<file path="src/rtl/dds_wave_gen.sv">
// -----------------------------------------------------------------------------
// dds_wave_gen
//
// Multi-waveform direct digital synthesis generator. A phase accumulator
// (advanced by the frequency tuning word) plus a phase offset forms a phase
// code that drives an external synchronous sine ROM or the built-in square,
// triangle and sawtooth generators. The selected sample is scaled about
// midscale by an amplitude gain of (amp+1)/2^AMP_W.
//
// Configuration arrives through a valid/ready handshake into a shadow
// register. It is applied at the next accumulator wrap, so frequency changes
// are phase-continuous. It is applied on the following edge instead when the
// generator is stopped, idle (freq 0) or being cleared.
//
// Optional feature, enabled by defining DDS_SWEEP_EN:
//   adds sweep_step / sweep_stop inputs for a sawtooth frequency chirp that
//   is advanced at every wrap.
//
// Ports:
//   clk, rst_n              clock, asynchronous active-low reset
//   en                      accumulator advances when 1
//   acc_clr                 synchronous accumulator clear (forces pending apply)
//   cfg_valid / cfg_ready   configuration handshake
//   cfg_freq/phase/wave/amp configuration words
//   sweep_step, sweep_stop  chirp increment and limit (DDS_SWEEP_EN only)
//   rom_addr / rom_data     sine ROM interface (data one clock after address)
//   wave_out, wave_valid    registered sample and its enable tag
//   sync_out                one-cycle pulse after each accumulator wrap
// -----------------------------------------------------------------------------
module dds_wave_gen #(
    parameter int ACC_W   = 32,
    parameter int PHASE_W = 11,
    parameter int DATA_W  = 10,
    parameter int AMP_W   = 8
) (
    input  logic               clk,
    input  logic               rst_n,
    input  logic               en,
    input  logic               acc_clr,
    input  logic               cfg_valid,
    output logic               cfg_ready,
    input  logic [ACC_W-1:0]   cfg_freq,
    input  logic [PHASE_W-1:0] cfg_phase,
    input  logic [1:0]         cfg_wave,
    input  logic [AMP_W-1:0]   cfg_amp,
`ifdef DDS_SWEEP_EN
    input  logic [ACC_W-1:0]   sweep_step,
    input  logic [ACC_W-1:0]   sweep_stop,
`endif
    output logic [PHASE_W-1:0] rom_addr,
    input  logic [DATA_W-1:0]  rom_data,
    output logic [DATA_W-1:0]  wave_out,
    output logic               wave_valid,
    output logic               sync_out
);

    localparam int                PROD_W = DATA_W + AMP_W + 3;
    localparam logic [DATA_W-1:0] MID    = DATA_W'(1) << (DATA_W - 1);

    // ------------------------------------------------------------------
    // Accumulator and active / shadow configuration
    // ------------------------------------------------------------------
    logic [ACC_W-1:0]   acc_q, acc_d;
    logic [ACC_W-1:0]   freq_q, freq_d;
    logic [PHASE_W-1:0] phase_q, phase_d;
    logic [1:0]         mode_q, mode_d;
    logic [AMP_W-1:0]   amp_q, amp_d;
    logic               pending_q, pending_d;
    logic               clr_seen_q;
    logic [ACC_W-1:0]   sh_freq_q;
    logic [PHASE_W-1:0] sh_phase_q;
    logic [1:0]         sh_mode_q;
    logic [AMP_W-1:0]   sh_amp_q;
    logic               sync_q;

    logic [ACC_W:0]     acc_sum;
    logic               wrap;
    logic               cfg_accept;
    logic               cfg_apply;
    logic [PHASE_W-1:0] phase_code;

`ifdef DDS_SWEEP_EN
    logic [ACC_W-1:0]   base_freq_q, base_freq_d;
    logic [ACC_W:0]     sweep_sum;
`endif

    assign acc_sum    = {1'b0, acc_q} + {1'b0, freq_q};
    assign wrap       = en & ~acc_clr & acc_sum[ACC_W];
    assign cfg_ready  = ~pending_q;
    assign cfg_accept = cfg_valid & ~pending_q;
    // A pending config normally waits for the wrap; when the accumulator
    // is stopped, idle or being cleared no wrap would come, so apply now.
    // clr_seen_q remembers an acc_clr seen during the acceptance cycle.
    assign cfg_apply  = pending_q & (wrap | ~en | (freq_q == '0) | acc_clr | clr_seen_q);
    assign phase_code = acc_q[ACC_W-1 -: PHASE_W] + phase_q;

    always_comb begin
        if (acc_clr) begin
            acc_d = '0;
        end else if (en) begin
            acc_d = acc_sum[ACC_W-1:0];
        end else begin
            acc_d = acc_q;
        end
    end

    always_comb begin
        freq_d    = freq_q;
        phase_d   = phase_q;
        mode_d    = mode_q;
        amp_d     = amp_q;
        pending_d = pending_q;
`ifdef DDS_SWEEP_EN
        base_freq_d = base_freq_q;
        sweep_sum   = {1'b0, freq_q} + {1'b0, sweep_step};
`endif
        if (cfg_apply) begin
            freq_d    = sh_freq_q;
            phase_d   = sh_phase_q;
            mode_d    = sh_mode_q;
            amp_d     = sh_amp_q;
            pending_d = 1'b0;
`ifdef DDS_SWEEP_EN
            base_freq_d = sh_freq_q;
`endif
        end
`ifdef DDS_SWEEP_EN
        // Chirp: step the frequency at each wrap, falling back to the
        // last configured frequency once the stop value is reached.
        else if (wrap && (sweep_step != '0)) begin
            if (sweep_sum >= {1'b0, sweep_stop}) begin
                freq_d = base_freq_q;
            end else begin
                freq_d = sweep_sum[ACC_W-1:0];
            end
        end
`else
        // Without the sweep the frequency only changes through config.
`endif
        if (cfg_accept) begin
            pending_d = 1'b1;
        end
    end

    always_ff @(posedge clk or negedge rst_n) begin
        if (!rst_n) begin
            acc_q      <= '0;
            freq_q     <= '0;
            phase_q    <= '0;
            mode_q     <= 2'd0;
            amp_q      <= '1;
            pending_q  <= 1'b0;
            clr_seen_q <= 1'b0;
            sh_freq_q  <= '0;
            sh_phase_q <= '0;
            sh_mode_q  <= 2'd0;
            sh_amp_q   <= '1;
            sync_q     <= 1'b0;
        end else begin
            acc_q     <= acc_d;
            freq_q    <= freq_d;
            phase_q   <= phase_d;
            mode_q    <= mode_d;
            amp_q     <= amp_d;
            pending_q <= pending_d;
            sync_q    <= wrap;
            if (cfg_accept) begin
                sh_freq_q  <= cfg_freq;
                sh_phase_q <= cfg_phase;
                sh_mode_q  <= cfg_wave;
                sh_amp_q   <= cfg_amp;
                clr_seen_q <= acc_clr;
            end else if (cfg_apply) begin
                clr_seen_q <= 1'b0;
            end
        end
    end

`ifdef DDS_SWEEP_EN
    always_ff @(posedge clk or negedge rst_n) begin
        if (!rst_n) begin
            base_freq_q <= '0;
        end else begin
            base_freq_q <= base_freq_d;
        end
    end
`endif

    // ------------------------------------------------------------------
    // Sample pipeline: phase code -> ROM address -> ROM data -> output.
    // Mode and amplitude travel with each phase code so a config change
    // never mixes settings within one sample.
    // ------------------------------------------------------------------
    logic [PHASE_W-1:0] rom_addr_q;
    logic [1:0]         mode1_q, mode2_q;
    logic [AMP_W-1:0]   amp1_q, amp2_q;
    logic               vld1_q, vld2_q;
    logic [PHASE_W-1:0] p2_q;
    logic [DATA_W-1:0]  wave_out_q, wave_out_d;
    logic               wave_valid_q;

    logic [PHASE_W-1:0]       tri_t;
    logic [DATA_W-1:0]        raw;
    logic signed [DATA_W:0]   diff;
    logic signed [AMP_W+1:0]  gain;
    logic signed [PROD_W-1:0] prod;
    logic [DATA_W-1:0]        scaled;

    always_comb begin
        // Fold the upper half of the phase to get a symmetric triangle.
        tri_t = {p2_q[PHASE_W-2:0], 1'b0} ^ {PHASE_W{p2_q[PHASE_W-1]}};
        case (mode2_q)
            2'd0:    raw = rom_data;
            2'd1:    raw = p2_q[PHASE_W-1] ? '0 : '1;
            2'd2:    raw = DATA_W'(tri_t >> (PHASE_W - DATA_W));
            default: raw = DATA_W'(p2_q >> (PHASE_W - DATA_W));
        endcase
        diff   = $signed({1'b0, raw}) - $signed({1'b0, MID});
        gain   = $signed({2'b00, amp2_q} + (AMP_W + 2)'(1));
        prod   = PROD_W'(diff) * PROD_W'(gain);
        // |diff*gain| >> AMP_W never exceeds half scale, so keeping the
        // low DATA_W bits of the shifted product and adding midscale
        // cannot overflow.
        scaled = DATA_W'(prod >>> AMP_W);
        wave_out_d = MID + scaled;
    end

    always_ff @(posedge clk or negedge rst_n) begin
        if (!rst_n) begin
            rom_addr_q   <= '0;
            mode1_q      <= 2'd0;
            amp1_q       <= '1;
            vld1_q       <= 1'b0;
            p2_q         <= '0;
            mode2_q      <= 2'd0;
            amp2_q       <= '1;
            vld2_q       <= 1'b0;
            wave_out_q   <= '0;
            wave_valid_q <= 1'b0;
        end else begin
            rom_addr_q   <= phase_code;
            mode1_q      <= mode_q;
            amp1_q       <= amp_q;
            vld1_q       <= en;
            p2_q         <= rom_addr_q;
            mode2_q      <= mode1_q;
            amp2_q       <= amp1_q;
            vld2_q       <= vld1_q;
            wave_out_q   <= wave_out_d;
            wave_valid_q <= vld2_q;
        end
    end

    assign rom_addr   = rom_addr_q;
    assign wave_out   = wave_out_q;
    assign wave_valid = wave_valid_q;
    assign sync_out   = sync_q;

endmodule

</file>
<file path="config.mk">
export PLATFORM = sky130hd
export DESIGN_NAME = dds_wave_gen
export DESIGN_NICKNAME = d
export VERILOG_FILES = /design/src/rtl/dds_wave_gen.sv
export SDC_FILE = /design/constraint.sdc
export NUM_CORES = 1
export LEC_CHECK = 0
export CORE_AREA = 5 5 165 167
export CTS_CLUSTER_DIAMETER = 120
export DETAILED_ROUTE_END_ITERATION = 12
export DIE_AREA = 0 0 170 172
export GPL_ROUTABILITY_DRIVEN = 1
export PLACE_DENSITY = 0.66
export SLEW_MARGIN = 20
export SYNTH_ARGS = -nofsm -noshare
export SYNTH_HDL_FRONTEND = slang
export SYNTH_SLANG_ARGS = --single-unit
</file>
<file path="constraint.sdc">
create_clock -name clk -period 17.4 [get_ports clk]
set_input_delay 4.35 -clock clk [delete_from_list [all_inputs] [get_ports clk]]
set_output_delay 4.35 -clock clk [all_outputs]
set_load 0.05 [all_outputs]
</file>
==> summary.txt <==
Synthesis
  • Ys flop type: dfrtp_1
  • Yosys warning count: 0
  • Syn Inst Count: 1114
  • Register bit count reported by yosys: 196
  • Async SR Flop Fraction: 100%
  • Avg Synthesized Cell Area: 11.2 sq um
  • Syn_nets: 1337
  • Count of different cell masters after synthesis: 64
  • Synth Cell Area: 0.0125 sq mm
  • Register area share after synthesis: 39.6%
  • Number of synthesized flops with an enable pin: 0

CTS
  • CTS Hold Bufs: 0
  • Clock transition at path regs: 80 ps
  • Max Root-Sink Buffers: 2
  • Setup Fix Bufs, Post-CTS: 0
  • Num CTS Buffers: 17
  • Worst-Skew Late Latency: 440 ps
  • H-tree levels: 4
  • Clock Sinks: 196
  • Post_cts resized: 0
  • CTS tree: built
  • Root Driver: clkbuf_16

Routing
  • Initial drt markers: 370
  • Via Count: 8374
  • Pre-antenna DRT Iters: 4
  • Final WL: 26000 um
  • Post-route DRC: 0
  • Vias per inst: 5.41
  • Routed Antenna Nets: 0
  • Post-DR wirelength/cell: 16.8 um

Setup path
  • Critical path class: input pin to register
  • WP data arrival: 10210 ps
  • Req. time, crit path: 17750 ps
  • CP Capture Type: register
  • Worst Path Max Fanout: 9
  • Nature of the critical path startpoint: input pin

STA
  • Fin Clk Skew: 17.9 ps
  • Fin. Hold Viols: 0
  • Tcrit/Tclk final: 56.7%
  • Achievable clock frequency: 101 MHz
  • RSZ-0062 raised after global routing: false
  • Pins Over Slew Limit: 0
  • Worst-Margin Slew: 1030 ps
  • Crit path time final: 9860 ps
  • Hold_ws: 350 ps
  • Relative slew margins: 31.1%
  • Setup TNS: 0 ps
  • Final setup fails: 0

Placement
  • Hpwl dp: 19500 um
  • I/O Buffers: 91
  • Final Wtd Congestion: 0.893

Floorplan
  • Die Span X: 170 um
  • Core ar.: 0.0256 sq mm
  • Core Rows: 59
  • Die area: 0.0292 sq mm
  • I/O Pins: 92
  • Die Span Y: 172 um
  • Initial Util: 48.7%

Final layout
  • Share of layout cells above drive strength 1: 15.5%
  • FF+latch area: 0.00494 sq mm
  • # diodes: 0
  • Fin util: 55.9%
  • Layout Nets: 1422
  • Multi-input combinational cell area: 0.00699 sq mm
  • Area grow syn2layout: 14.6%
  • FILL cells: 2199

Global route
  • Largest net degree at the start of global routing: 114
  • Total global routing overflow: 0
  • Initial antenna violation count: 0
  • Vias in the first global route: 8817
  • Tot GR Track Use: 18.6%
  • Global-route wire length before repair: 43900 um

Hold path
  • Hold WC Path Type: register to register

Outcome
  • Status: finished clean

Job
  • Max-Cap Viols: 0
## path summary, 6_finish.rpt
kind | end | start | slack [ps] | cells past startpoint
min in group asynchronous | wave_out[9]$_DFF_PN0_ | rst_n | 4010 | 1
max in group asynchronous | acc_q[20]$_DFFE_PN0P_ | rst_n | 12080 | 2
max | wave_out[9]$_DFF_PN0_ | rom_data[9] | 7540 | 20
min reg2reg | amp2_q[5]$_DFF_PN1_ | amp1_q[5]$_DFF_PN1_ | 350 | 0
min | amp2_q[5]$_DFF_PN1_ | amp1_q[5]$_DFF_PN1_ | 350 | 0
max reg2reg | wave_out[6]$_DFF_PN0_ | mode2_q[1]$_DFF_PN0_ | 10590 | 19
## cells in the mapped netlist (9+ instances only)
cell type	number	area, sq um
inv_1	107	402
nor3_1	13	65.1
nand3_1	17	85.1
nor4_1	11	68.8
mux2_4	48	721
o21ai_0	30	150
o21a_1	9	67.6
ha_1	81	1010
nor2_1	98	368
a211oi_1	9	67.6
dfstp_2	32	841
clkbuf_1	22	82.6
a21o_1	31	233
nand2b_1	9	56.3
dfrtp_1	164	4100
xor2_1	21	184
fa_1	74	1480
nor2b_1	13	81.3
mux2_2	55	619
mux2i_1	16	160
o22ai_1	9	56.3
nand2_1	64	240
a21oi_1	39	195
xnor2_1	31	272
## cells by family (layout without fill, tap and decap cells)
group,count (synthesis),in the layout,synth area share (%)
AOI/OAI and AO/OA,186,186,10.2
muxes,119,119,12.0
adders and majority gates,155,155,20.0
DFF,196,196,39.6
buffers and inverters,138,236,4.46
and+or+nand+nor,268,268,10.1
xor gates and xnor gates,52,52,3.65
## cells in the final DEF, fill, tap and decap left out, drive strengths merged, types with 4 or more instances in the layout
cell	instances
dfstp	32
a211oi	9
nor2	98
a21o	31
fa	74
o22ai	9
o21bai	4
mux2i	16
o221ai	5
nor4	11
inv	114
nand3	17
nand4	8
ha	81
nor2b	13
buf	5
dfrtp	164
or2	6
o31ai	5
clkdlybuf4s50	90
nand2b	9
and2	4
a21boi	4
o211ai	8
clkbuf	21
a21oi	40
nor3	13
a31oi	5
and3	8
mux2	103
o21a	9
nand2	64
a2111o	4
xor2	21
or3	5
xnor2	31
o21ai	31
## stage by stage
| step | cell area, sq um | worst slack [ps] | std cells |
|---|---|---|---|
| floorplan | 12500 | 8090 | 1114 |
| global placement | 13700 | 7220 | 1515 |
| detailed placement | 13700 | 7050 | 1515 |
| CTS | 14300 | 7480 | 1547 |
| global route | 14300 | 7120 | 1547 |
| finish | 14300 | 7540 | 1547 |
## worst max-delay path, cell delays in order
cell	delay, ps
clkdlybuf4s50_1	450
nor2_1	40
a311oi_1	790
nand2b_1	250
inv_1	90
fa_1	650
inv_1	140
fa_1	540
inv_1	50
fa_1	470
fa_1	540
inv_1	50
fa_1	490
inv_1	40
ha_1	330
and3_1	190
o211ai_1	110
nand2_1	110
o41ai_1	330
xnor2_1	170
## area by class of cell
cell class | count | share of cell area (%)
clock buffer | 20 | 3.19
clock inverter | 12 | 0.936
inverter | 108 | 2.83
multi-input combinational | 780 | 48.9
sequential | 196 | 34.6
tap | 335 | 2.93
timing repair buffer | 96 | 6.68
## flip-flops by register name, indices dropped and copies added (netlist names), 8 cells and up
name and cells:
acc_q 32, amp1_q 8, amp2_q 8, amp_q 8, freq_q 32, p2_q 11, phase_q 11, rom_addr 11
sh_amp_q 8, sh_freq_q 32, sh_phase_q 11, wave_out 10
## layer usage
layer | global-route usage [%] | wire length [um] | vias up | part of all wire (%)
li1 | - | - | 4011 | -
met1 | 25.1 | 11800 | 4183 | 46
met2 | 31.1 | 12800 | 140 | 49
met3 | 3.04 | 896 | 40 | 3.4
met4 | 5.90 | 490 | 0 | 1.9
met5 | 0 | 0 | - | 0
Power is left out: the tool's default activity adds up to more than one toggle a clock period on the data nets, which glitch-free logic cannot reach.
